$ cat config.mk
export PLATFORM = sky130hd
export DESIGN_NAME = ami_alen_partition_mc
export DESIGN_NICKNAME = d
export VERILOG_FILES = /design/src/rtl/ami_alen_partition_mc.sv
export SDC_FILE = /design/constraint.sdc
export NUM_CORES = 1
export LEC_CHECK = 0
export ABC_AREA = 1
export CORE_UTILIZATION = 42
export DETAILED_ROUTE_END_ITERATION = 10
export PLACE_DENSITY_LB_ADDON = 0.2
export SETUP_SLACK_MARGIN = 0.15
export SLEW_MARGIN = 0
export SYNTH_ARGS = -nofsm -noshare
export SYNTH_HDL_FRONTEND = slang
export SYNTH_SLANG_ARGS = --single-unit
$ cat constraint.sdc
create_clock -name clk -period 5.9 [get_ports clk]
set_clock_uncertainty 0.15 [all_clocks]
set_input_delay 0.885 -clock clk [delete_from_list [all_inputs] [get_ports clk]]
set_output_delay 0.885 -clock clk [all_outputs]
set_load 0.1 [all_outputs]
$ cat src/rtl/ami_alen_partition_mc.sv
// Multi-channel AXI INCR burst partitioner: round-robin command intake, bursts split at MAX_BLEN / 4KB / length.
// Optional macro AMI_UNALIGNED_EN: honour unaligned start addresses on the first burst of a command.
module ami_alen_partition_mc #(
    parameter int unsigned AXI_DW     = 128,
    parameter int unsigned AXI_AW     = 32,
    parameter int unsigned AXI_IW     = 8,
    parameter int unsigned AXI_LW     = 8,
    parameter int unsigned AXI_SW     = 3,
    parameter int unsigned AXI_BURSTW = 2,
    parameter int unsigned CH_N       = 4,
    parameter int unsigned MAX_BLEN   = 256
) (
    input  logic                  clk,
    input  logic                  reset_n,
    input  logic [CH_N-1:0]       cfg_valid,
    output logic [CH_N-1:0]       cfg_ready,
    input  logic [CH_N*32-1:0]    cfg_sa,
    input  logic [CH_N*32-1:0]    cfg_len,
    output logic [AXI_IW-1:0]     ax_id,
    output logic [AXI_AW-1:0]     ax_addr,
    output logic [AXI_LW-1:0]     ax_len,
    output logic [AXI_SW-1:0]     ax_size,
    output logic [AXI_BURSTW-1:0] ax_burst,
    output logic                  ax_valid,
    input  logic                  ax_ready,
    output logic [CH_N-1:0]       done,
    output logic                  busy
);
    localparam int unsigned AXI_BYTES = AXI_DW / 8;
    localparam int unsigned OFFW      = $clog2(AXI_BYTES);
    localparam int unsigned CHW       = (CH_N > 1) ? $clog2(CH_N) : 1;
    localparam logic [AXI_AW-1:0] AMASK = AXI_AW'(AXI_BYTES - 1);
    localparam logic [31:0]       OMASK = 32'(AXI_BYTES - 1);

    typedef enum logic [1:0] {IDLE, CALC, ISSUE} state_t;

    state_t            state_q, state_d;
    logic [CHW-1:0]    rr_q, rr_d, id_q, id_d;
    logic [AXI_AW-1:0] addr_q, addr_d;
    logic [31:0]       rem_q, rem_d;
    logic [AXI_LW:0]   blen_q, blen_d;
    logic [CH_N-1:0]   done_q, done_d;

    logic              gnt_vld;
    logic [CHW-1:0]    gnt;
    logic [2*CH_N-1:0] vrot;
    int unsigned       gidx;
    logic [31:0]       sa_sel, len_sel, off, beats, cand, rem_nx;
    logic [33:0]       bsum;
    logic [AXI_AW-1:0] addr_al;
    logic [12:0]       bnd;

    // Rotate valids so bit 0 is the current highest-priority channel.
    always_comb begin
        gnt_vld = 1'b0;
        gnt     = '0;
        gidx    = 0;
        vrot    = {cfg_valid, cfg_valid} >> rr_q;
        for (int unsigned i = 0; i < CH_N; i++) begin
            if (!gnt_vld && vrot[i]) begin
                gnt_vld = 1'b1;
                gidx    = 32'(rr_q) + i;
                if (gidx >= CH_N) gidx = gidx - CH_N;
                gnt     = CHW'(gidx);
            end
        end
    end

    always_comb begin
        cfg_ready = '0;
        sa_sel    = '0;
        len_sel   = '0;
        for (int unsigned i = 0; i < CH_N; i++) begin
            cfg_ready[i] = (state_q == IDLE) && gnt_vld && (32'(gnt) == i);
            if (cfg_ready[i]) begin
                sa_sel  = cfg_sa[32*i +: 32];
                len_sel = cfg_len[32*i +: 32];
            end
        end
    end

`ifdef AMI_UNALIGNED_EN
    assign off = sa_sel & OMASK;
`else
    assign off = '0;
`endif
    assign bsum    = 34'(off) + 34'(len_sel) + 34'(AXI_BYTES - 1);
    assign beats   = (len_sel == '0) ? '0 : 32'(bsum >> OFFW);
    assign addr_al = addr_q & ~AMASK;
    assign bnd     = 13'd4096 - {1'b0, addr_al[11:0]};

    always_comb begin
        state_d = state_q;
        rr_d    = rr_q;
        id_d    = id_q;
        addr_d  = addr_q;
        rem_d   = rem_q;
        blen_d  = blen_q;
        done_d  = '0;
        cand    = rem_q;
        rem_nx  = rem_q - 32'(blen_q);
        case (state_q)
            IDLE: begin
                if (gnt_vld) begin
                    id_d  = gnt;
                    rr_d  = (gnt == CHW'(CH_N - 1)) ? '0 : gnt + CHW'(1);
`ifdef AMI_UNALIGNED_EN
                    addr_d = sa_sel[AXI_AW-1:0];
`else
                    addr_d = sa_sel[AXI_AW-1:0] & ~AMASK;
`endif
                    rem_d = beats;
                    if (beats == '0) done_d = CH_N'(1) << gnt;
                    else             state_d = CALC;
                end
            end
            CALC: begin
                if (32'(MAX_BLEN) < cand)   cand = 32'(MAX_BLEN);
                if (32'(bnd >> OFFW) < cand) cand = 32'(bnd >> OFFW);
                blen_d  = (AXI_LW+1)'(cand);
                state_d = ISSUE;
            end
            ISSUE: begin
                if (ax_ready) begin
                    // Follow-on bursts always start from the aligned-down address.
                    addr_d = addr_al + (AXI_AW'(blen_q) << OFFW);
                    rem_d  = rem_nx;
                    if (rem_nx == '0) begin
                        done_d  = CH_N'(1) << id_q;
                        state_d = IDLE;
                    end else begin
                        state_d = CALC;
                    end
                end
            end
            default: state_d = IDLE;
        endcase
    end

    always_ff @(posedge clk or negedge reset_n) begin
        if (!reset_n) begin
            state_q <= IDLE;
            rr_q    <= '0;
            id_q    <= '0;
            addr_q  <= '0;
            rem_q   <= '0;
            blen_q  <= '0;
            done_q  <= '0;
        end else begin
            state_q <= state_d;
            rr_q    <= rr_d;
            id_q    <= id_d;
            addr_q  <= addr_d;
            rem_q   <= rem_d;
            blen_q  <= blen_d;
            done_q  <= done_d;
        end
    end

    assign ax_valid = (state_q == ISSUE);
    assign busy     = (state_q != IDLE);
    assign done     = done_q;
    assign ax_id    = AXI_IW'(id_q);
    assign ax_addr  = addr_q;
    assign ax_len   = (blen_q == '0) ? '0 : AXI_LW'(blen_q - (AXI_LW+1)'(1));
    assign ax_size  = AXI_SW'(OFFW);
    assign ax_burst = AXI_BURSTW'(1);
endmodule

# ---- Yosys cells after proc, flatten, opt, wreduce, memory -nomap -nowiden
# Cells that the tools add are included.
dict set report op_classes {
  n_reduce_logical 22
  muxes 42
  shift 3
  n_eq_ne 8
  n_lt_le_gt_ge 6
  add_sub_neg 13
}
# operator n
set ops {}
lappend ops {{$mux 32} 14}
lappend ops {{$pmux 32 s2} 2}
lappend ops {{$logic_not 32->1} 3}
lappend ops {{$add 32x4->33 const B} 1}
lappend ops {{$add 32x13->32} 1}
lappend ops {{$lt 9x32->1} 1}
lappend ops {{$lt 9x32->1 const A} 1}
lappend ops {{$sub 32x9->32} 1}
lappend ops {{$mux 29} 1}
lappend ops {{$mux 2} 12}
lappend ops {{$mux 4} 4}
lappend ops {{$sub 13x12->13 const A} 1}
lappend ops {{$ge 3x3->1 const B} 3}
lappend ops {{$logic_not 9->1} 1}
lappend ops {{$mux 9} 1}
lappend ops {{$logic_and 1x1->1} 8}
lappend ops {{$mux 8} 1}
lappend ops {{$pmux 4 s2} 1}
lappend ops {{$shl 1x2->4 const A} 2}
lappend ops {{$shr 8x2->4} 1}
lappend ops {{$sub 2x1->2 const B} 4}
lappend ops {{$sub 8x1->8 const B} 1}
lappend ops {{$add 2x2->3 const B} 2}
lappend ops {{$eq 2x2->1 const B} 3}
lappend ops {{other kinds (13)} 24}
dict set report totals {
  inputBits 263
  elab_cells 101
  out_inout_bits 63
  ff_bits 83
}

# ---- Logic depth before layout (Yosys ltp)
# Gate-level depths: netlist of the first run.
dict set report logic_depth {
  word_depth 23
  depth_mapped 31
  mapped_depth_nobuf 29
}

# ---- Least setup slack after synthesis of the first run
# Ideal clock, no wire load.
dict set report synth_path {
  path_type {input to output}
  start {input port cfg_valid[1]}
  end {output port cfg_ready[3]}
  t_arrival_ps 3629
  path_slack_ps 1236
  required_ps 4865
  cell_stages 16
  n_path_buf 4
  path_cell_list {nand2_1 > nand3_1 > nand2_1 > inv_1 > nor3b_1 > nand2_1 > o2111ai_1 > nand2_1 > inv_1 > ha_1 > nand2_8 > buf_8 > buf_6 > inv_1 > buf_2 > buf_1}
}
dict set report synth_via {
  elab_chain_cells 13
  word_cells_on_any_way 18
  cone_classes {1 x eq/ne; 1 x shift; 8 x mux; 8 x reduce/logical}
}
# element line
set synth_rtl {}
lappend synth_rtl {{start: declaration} 15} ;# input logic [CH_N-1:0] cfg_valid,
lappend synth_rtl {{$shr 8x2->4 *} 58} ;# vrot = {cfg_valid, cfg_valid} >> rr_q;
lappend synth_rtl {{$mux 1} 60} ;# if (!gnt_vld && vrot[i]) begin
lappend synth_rtl {{$logic_not 1->1} 60}
lappend synth_rtl {{$logic_and 1x1->1} 60}
lappend synth_rtl {{$mux 1} 60}
lappend synth_rtl {{$logic_not 1->1} 60}
lappend synth_rtl {{$logic_and 1x1->1} 60}
lappend synth_rtl {{$mux 1} 60}
lappend synth_rtl {{$logic_not 1->1} 60}
lappend synth_rtl {{$logic_and 1x1->1} 60}
lappend synth_rtl {{$mux 2 *} 60}
lappend synth_rtl {{net gnt[1]} 45} ;# logic [CHW-1:0] gnt;
lappend synth_rtl {{$eq 2x2->1 *} 74} ;# cfg_ready[i] = (state_q == IDLE) && gnt_vld && (32'(gnt) == i);
lappend synth_rtl {{$logic_and 1x1->1 *} 74}
lappend synth_rtl {{end: declaration} 16} ;# output logic [CH_N-1:0] cfg_ready,
# Mark *: on every way through the listed nets, which the timed path passes. The rest lies on a longest branch.

# ---- Worst setup path after layout of the first run
dict set report layout_path {
  start {input port cfg_valid[2]}
  end {output port cfg_ready[1]}
}
dict set report layout_via {
  elab_chain_cells 13
  word_cells_on_any_way 18
  cone_classes {1 x eq/ne; 1 x shift; 8 x mux; 8 x reduce/logical}
}
# element line
set layout_rtl {}
lappend layout_rtl {{$shr 8x2->4 *} 58}
lappend layout_rtl {{$mux 1} 60}
lappend layout_rtl {{$logic_not 1->1} 60}
lappend layout_rtl {{$logic_and 1x1->1} 60}
lappend layout_rtl {{$mux 1} 60}
lappend layout_rtl {{$logic_not 1->1} 60}
lappend layout_rtl {{$logic_and 1x1->1} 60}
lappend layout_rtl {{$mux 1} 60}
lappend layout_rtl {{$logic_not 1->1} 60}
lappend layout_rtl {{$logic_and 1x1->1} 60}
lappend layout_rtl {{$mux 2 *} 60}
lappend layout_rtl {{net gnt[0]} 45}
lappend layout_rtl {{$eq 2x1->1 *} 74}
lappend layout_rtl {{$logic_and 1x1->1 *} 74}
# Marked as above.

==> flow_summary.yaml, run 1 <==
run_status:
  status: "finished clean"
worst_setup_path:
  crit_top_cell: "nand2_1"
  reg2reg_to: "rem_q[27]"
  r2r_slack_ns: 1.40
  cp.required_ns: 4.87
  crit_fanout: 32
  cp-end-kind: "output port"
  rr_worst_depth: 25
  slowest_delay_ns: 0.58
  start_kind: "input port"
  criticalPathCategory: "in -> out"
  cp_slowest_cell: "ha_2"
  reg2reg_from: "rr_q[0]"
  critical_path_arrival_ns: 4.13
  crit_path_cell_trace: "clkdlybuf4s50_1 > nand2_1 > nand3_1 > nand2_1 > nor3b_1 > nand2_1 > nand2_1 > nand2_1 > inv_1 > ha_2 > inv_1 > nor2_4 > buf_4 > buf_12"
  crit_start: "cfg_valid[2]"
  endpoint: "cfg_ready[1]"
floorplanning:
  num_rows: 57
  die_w_um: 160.0
  initial_utilization: 0.4300
  core_area_sq_um: 24390
  die_h_um: 160.0
  fp.dieArea_sq_um: 25610
  io_pins: 326
grt:
  grt_pass1_wl_um: 63980
  overflow: 0
  grt_pass1_vias: 11820
  antenna_found_initial: 2
  grt_max_degree: 95
  grtUsageTotal: 0.3149
clock_tree:
  cts-root-buf: "clkbuf_16"
  cts_resized: 0
  numCtsBuffers: 9
  hold_buffers: 0
  cts_max_level: 3
  cts.sinks: 79
  clkTransAtPathRegs_ns: 0.06
  cts_setup_buffers: 0
  cts_tree: "done"
  clkLatencyLatePin_ns: 0.36
  clock_path_buffers: 2
finish:
  final_nets: 2400
  final_cell_mix: "nand2_1 (623), clkdlybuf4s50_1 (289), nor2_1 (226)"
  final_common_cell: "nand2_1"
  seqCellArea_sq_um: 1977
  fin_area_sq_um: 13910
  n_fill_cell: 2550
  area_growth_pct: 32.66
  multiInputGateArea_sq_um: 7178
  drive_above_1_share: 0.05076
detailed_routing:
  routedWlPerCell_um: 16.66
  drt_iter0_drc: 1168
  vias: 12916
  wl_um: 40540
  ant_nets: 0
  drc: 0
  dr.pass1.iters: 5
  viasPerCell: 5.306
yosys:
  synth_cell_type_count: 60
  synth_seq_cells: 79
  ys_seq_area_frac: 0.1885
  synth.avg_cell_area_sq_um: 5.648
  ys_dominant_reg_cell: "dfrtp_1"
  synth-edff-count: 0
  ys_warn_count: 0
  synth_area_sq_um: 10490
  syn_inst: 1857
  async_reset_ff_frac: 1.000
sta:
  slew_violations: 0
  finalSetupViolCount: 0
  clock.fmax_ghz: 0.1935
  finalHoldViolations: 0
  fin_tns_setup_ns: 0
  slew-limit-headroom: 0.2702
  period_share: 0.8759
  worstMarginPinSlew_ns: 1.091
  min_period_ns: 5.168
  rsz0062_at_grt: "no"
hold_path:
  min_from: "rem_q[26]"
  hold_class: "reg -> reg"
placement:
  place_hpwl_um: 32510
  gp_congestion: 0.9628
  postPlaceCellArea_sq_um: 13600
  io_buffers: 294
job:
  cap_violations: 0
[cell type report]
cell class                 count  share of cell area
multi-input combinational   1461              0.5159
timing repair buffer         313              0.2253
sequential                    79              0.1421
inverter                     239             0.06483
tap                          324             0.02913
clock buffer                   9             0.01619
clock inverter                 7            0.006204
antenna                        2           0.0003597
[critical path: cells and delay by family]
| kind | cells | cell delay (ns) |
|---|---|---|
| buf+inv | 5 | 1.39 |
| simple gates | 8 | 1.26 |
| fa+ha+maj | 1 | 0.58 |
[through the flow]
stage | std cells | hold slack, ns | worst slack (ns) | util
floorplan | 1870 | 0.3214 | 1.236 | -
detailed placement | 2416 | 0.3477 | 0.7676 | 0.5575
CTS | 2432 | 0.3662 | 0.8183 | 0.5703
global route | 2434 | 0.4135 | 0.4773 | 0.5705
finish | 2434 | 0.3694 | 0.7320 | 0.5705
global placement | 2416 | 0.3601 | 0.8167 | 0.5575
[registers in the layout, summed over array words and instances (netlist names)]
name and cells:
rem_q 32, blen_q 9, ax_addr 28, state_q 2
rr_q 2, id_q 2, done 4
[logic make-up (layout without fill, tap and decap cells)]
kind of cell,count (synthesis),count (layout),share of synthesized area
buffers and inverters,330,568,0.1332
adders and majority gates,34,34,0.04199
other,2,17,0.0007160
xor gates and xnor gates,29,29,0.02422
AOI/OAI and AO/OA,219,219,0.1300
DFF,79,79,0.1885
and+or+nand+nor,1162,1162,0.4794
muxes,2,2,0.001909
[synthesized netlist by cell type, types with 11 or more instances]
cell / count / area share
a21oi_1: 52 / 0.025
a41oi_1: 12 / 0.010
buf_2: 18 / 0.0086
buf_4: 19 / 0.014
clkbuf_1: 37 / 0.013
dfrtp_1: 79 / 0.19
ha_1: 32 / 0.038
inv_1: 226 / 0.081
nand2_1: 623 / 0.22
nand3_1: 138 / 0.066
nand4_1: 86 / 0.051
nor2_1: 229 / 0.082
nor3_1: 28 / 0.013
o211ai_1: 21 / 0.015
o21ai_0: 62 / 0.030
o21ai_1: 15 / 0.0072
or2_2: 16 / 0.0095
xnor2_1: 11 / 0.0092
xor2_1: 18 / 0.015
[routing by layer]
| metal | share of wire | global-route usage | up-vias |
|---|---|---|---|
| li1 | - | - | 6488 |
| met1 | 0.45 | 0.4387 | 5881 |
| met2 | 0.45 | 0.4980 | 501 |
| met3 | 0.070 | 0.05377 | 46 |
| met4 | 0.024 | 0.08788 | 0 |
| met5 | 0 | 0 | - |
[worst min-delay path by stage]
stage           endpoint  cells after the start
5_1_grt        rem_q[26]                      2
3_5_place_dp   rem_q[26]                      2
4_1_cts        rem_q[26]                      2
2_1_floorplan  rem_q[26]                      2
3_3_place_gp   rem_q[26]                      2
6_report       rem_q[26]                      2
Power of run 1 is not shown: default switching activity piles up to over one toggle a cycle in this logic, so the estimate is an artifact.
==> inputs of run 2 (changes only) <==
CORE_MARGIN = 4   (was not set)
CORE_UTILIZATION = 50   (was 42)
SETUP_SLACK_MARGIN = 0.4   (was 0.15)
==> flow_summary.yaml, run 2 (synthesis results as in run 1) <==
grt:
  antenna_found_initial: 1
  overflow: 0
  grt_pass1_wl_um: 64910
  grt_pass1_vias: 12221
  grt_max_degree: 95
  grtUsageTotal: 0.3396
finish:
  largest_register_ffs: 32
  final_cell_mix: "nand2_1 (623), clkdlybuf4s50_1 (289), nor2_1 (226)"
  drive_above_1_share: 0.05121
  final_cell_count_no_fill: 2380
  area_growth_pct: 32.10
  final_common_cell: "nand2_1"
  final_nets: 2401
  regMostFlops: "rem_q"
  finish.utilization: 0.6782
detailed_routing:
  ant_nets: 0
  drt_iter0_drc: 1142
  viasPerCell: 5.552
  dr.pass1.iters: 5
  routedWlPerCell_um: 17.24
  drc: 0
  vias: 13214
  wl_um: 41040
worst_setup_path:
  cp-end-kind: "output port"
  critical_path_arrival_ns: 3.95
  crit_fanout: 94
  criticalPathCategory: "in -> out"
  start_kind: "input port"
  cp.required_ns: 4.87
floorplanning:
  fp.dieArea_sq_um: 23360
  io_pins: 326
  initial_utilization: 0.5134
  die_h_um: 152.8
  core_area_sq_um: 20430
  die_w_um: 152.8
  num_rows: 52
clock_tree:
  cts_resized: 0
  clock_path_buffers: 2
  clkLatencyLatePin_ns: 0.35
  cts.sinks: 79
  cts_tree: "done"
  clkTransAtPathRegs_ns: 0.07
  cts-root-buf: "clkbuf_16"
  hold_buffers: 0
  cts_setup_buffers: 0
  numCtsBuffers: 9
  cts_max_level: 3
placement:
  place_hpwl_um: 33350
  dp_cells: 2363
  io_buffers: 294
  gp_congestion: 1.001
sta:
  finalSetupViolCount: 0
  min_period_ns: 4.980
  rsz0062_at_grt: "no"
  period_share: 0.8441
  slew-limit-headroom: 0.2365
  clock.fmax_ghz: 0.2008
  slew_violations: 0
  fin_tns_setup_ns: 0
  worstMarginPinSlew_ns: 1.142
  finalHoldViolations: 0
job:
  cap_violations: 0
run_status:
  status: "finished clean"
hold_path:
  hold_class: "in -> async"
[run 2: changes by cell type in the layout (fill, tap and decap cells not counted)]
cell        previous run  this run
diode_2                2         1
clkbuf_8               0         2
buf_4                 19        20
clkinv_4               1         0
clkinvlp_4             1         2
inv_8                  2         0
[run 2: final cells by class]
type                    instances  area [sq um]
diodes                          1         2.502
inverters                     239         902.1
clock buffers                  11         252.7
repair buffers                314          3143
multi-input cells            1461          7178
clock inverters                 5         62.56
flip-flops and latches         79          1977
fillers                      1961          6574
well taps                     270         337.8
[run 2: path summary, 6_finish.rpt]
check / startpoint / end / slack [ns] / cells after the start
min in group clk: rem_q[26] / rem_q[26] / 0.39 / 2
worst min-delay path: reset_n / rem_q[27] / 0.27 / 1
worst max register to register: rr_q[0] / rem_q[7] / 1.31 / 26
worst max-delay path: cfg_valid[3] / cfg_ready[3] / 0.92 / 12
worst min register to register: rem_q[26] / rem_q[26] / 0.39 / 2
max in group asynchronous: reset_n / done[3] / 4.27 / 2
[run 2: critical path, cell delays in order]
cell,delay (ns)
clkdlybuf4s50_1,0.44
inv_1,0.07
nand2_1,0.04
nand3_1,0.15
nand2_2,0.09
inv_2,0.09
nand4_4,0.69
nand2_8,0.36
inv_4,0.09
nand2_8,0.41
inv_1,0.35
buf_12,0.26
[run 2: metrics by stage]
step           area (sq um)  setup slack, ns  hold slack [ns]
2_1_floorplan         10540            1.236           0.3214
3_3_place_gp          13540           0.8552           0.3798
3_5_place_dp          13540           0.7339           0.3860
4_1_cts               13850           0.9610           0.2738
5_1_grt               13860           0.5757           0.2850
6_report              13860           0.9197           0.2687
[run 2: metal layers]
layer,vias up,GRT usage,part of all wire
met1,6062,0.4636,0.42
met3,72,0.04608,0.081
met2,597,0.5684,0.47
met4,0,0.08994,0.024
met5,-,0,0
li1,6483,-,-
Power of run 2 is left out for the same reason.
==> inputs of run 3 (changes only) <==
CORE_UTILIZATION = 44   (was 50)
clock period = 4.2 ns   (was 5.9 ns; I/O delays follow)
==> flow_summary.yaml, run 3 (synthesis results as in run 1) <==
grt:
  grt_pass1_wl_um: 66360
  grt_pass1_vias: 12525
  antenna_found_initial: 0
  overflow: 0
  grt_max_degree: 54
  grtUsageTotal: 0.3126
clock_tree:
  cts.sinks: 79
  hold_buffers: 0
  numCtsBuffers: 9
  cts-root-buf: "clkbuf_16"
  cts_max_level: 3
  clkTransAtPathRegs_ns: 0.07
  clock_path_buffers: 2
  clkLatencyLatePin_ns: 0.35
  cts_tree: "done"
placement:
  io_buffers: 294
  gp_congestion: 0.9521
  postPlaceCellArea_sq_um: 14580
  place_hpwl_um: 34930
sta:
  slew-limit-headroom: 0.2213
  period_share: 0.8820
  rsz0062_at_grt: "yes"
  min_period_ns: 3.704
  finalSetupViolCount: 0
  clock.fmax_ghz: 0.2700
  worstMarginPinSlew_ns: 1.164
  slew_violations: 0
  finalHoldViolations: 0
detailed_routing:
  ant_nets: 0
  viasPerCell: 5.313
  wl_um: 43310
  dr.pass1.iters: 5
  routedWlPerCell_um: 16.81
  drc: 0
  drt_iter0_drc: 1143
  vias: 13692
floorplanning:
  die_w_um: 162.4
  num_rows: 56
  die_h_um: 162.4
  fp.dieArea_sq_um: 26370
  initial_utilization: 0.4469
  io_pins: 326
  core_area_sq_um: 23470
worst_setup_path:
  critPathBufInv: 3
  cp_slowest_cell: "a21oi_1"
  start_kind: "input port"
  crit_fanout: 12
  cp-end-kind: "register"
  cp.required_ns: 4.27
  slowest_delay_ns: 0.32
  crit_top_cell: "nand2_1"
  critical_path_arrival_ns: 3.78
  critical_path.top_delay_family: "simple AND/OR/NAND/NOR gates"
  crit_path_cell_trace: "clkdlybuf4s15_1 > nand2_1 > nand3_1 > nand2_2 > inv_2 > nor3b_4 > nand2_2 > o2111ai_2 > nand2_2 > ha_4 > buf_4 > nor2_1 > nand4_1 > nand2_1 > nand2_1 > a21oi_1 > nand2_1 > nor2_2 > nand2_2 > nor2_4 > nand2_1 > a21oi_1 > o21ai_0"
  criticalPathCategory: "in -> reg"
finish:
  largest_register_ffs: 32
  regMostFlops: "rem_q"
  final_cell_mix: "nand2_1 (567), clkdlybuf4s50_1 (276), inv_1 (215)"
  drive_above_1_share: 0.1714
  finish.utilization: 0.6656
  antenna_cells_inserted: 0
  n_fill_cell: 2211
  final_common_cell: "nand2_1"
  final_nets: 2550
  area_growth_pct: 48.96
  fin_area_sq_um: 15620
hold_path:
  hold_class: "in -> async"
job:
  cap_violations: 0
run_status:
  status: "finished clean"
[run 3: stage by stage]
stage / cells / TNS (ns) / hold slack (ns) / setup slack [ns]
floorplan: 1870 / 0 / 0.1844 / 0.4061
global placement: 2539 / -2.660 / 0.3808 / -0.1689
detailed placement: 2539 / -4.760 / 0.3797 / -0.2170
CTS: 2569 / 0 / 0.2048 / 0.3966
global route: 2577 / 0 / 0.2431 / 0.2932
finish: 2577 / 0 / 0.1619 / 0.4957
[run 3: path summary, 6_finish.rpt]
check / start / endpoint / slack, ns / cells after the start
worst min register to register: rem_q[13] / rem_q[13] / 0.40 / 2
min in group clk: rem_q[13] / rem_q[13] / 0.40 / 2
worst min-delay path: reset_n / rem_q[25] / 0.16 / 1
worst max register to register: rr_q[0] / rem_q[10] / 0.50 / 22
worst max-delay path: cfg_valid[3] / rem_q[10] / 0.50 / 23
max in group asynchronous: reset_n / state_q[0] / 2.85 / 2
[run 3: routing by layer]
layer	vias to the layer above	global-route usage	share of wire
met5	-	0	0
met4	0	0.08843	0.029
met3	86	0.04733	0.078
met2	604	0.4987	0.46
met1	6212	0.4410	0.43
li1	6790	-	-
[run 3: worst reg2reg max path, cell delays in order, from the launching register on]
cell and delay [ns]:
dfrtp_2 0.48, inv_4 0.09, nand2_2 0.10, nand3_2 0.07, nand2_2 0.09, buf_4 0.13
nand3_2 0.09, o2111ai_2 0.21, nand2_2 0.16, ha_4 0.23, buf_4 0.18, nor2_1 0.11
nand4_1 0.10, nand2_1 0.11, nand2_1 0.08, a21oi_1 0.32, nand2_1 0.21, nor2_2 0.15
nand2_2 0.10, nor2_4 0.15, nand2_1 0.06, a21oi_1 0.14, o21ai_0 0.09
[run 3: timing repair]
| action | CTS | global route |
|---|---|---|
| pin swaps | 14 | 45 |
| setup buffers | 13 | 8 |
| setup endpoints to repair | 47 | 57 |
| resized for setup | 58 | 117 |
| cloned | 1 | 0 |
[run 3: final cells by class]
class	instances	area, sq um	area share
inverter	239	909.6	0.05822
clock inverter	6	68.82	0.004405
clock buffer	10	239.0	0.01530
timing repair buffer	462	4357	0.2789
tap	319	399.1	0.02555
multi-input combinational	1462	7671	0.4910
sequential	79	1979	0.1267
Power of run 3 is left out for the same reason.
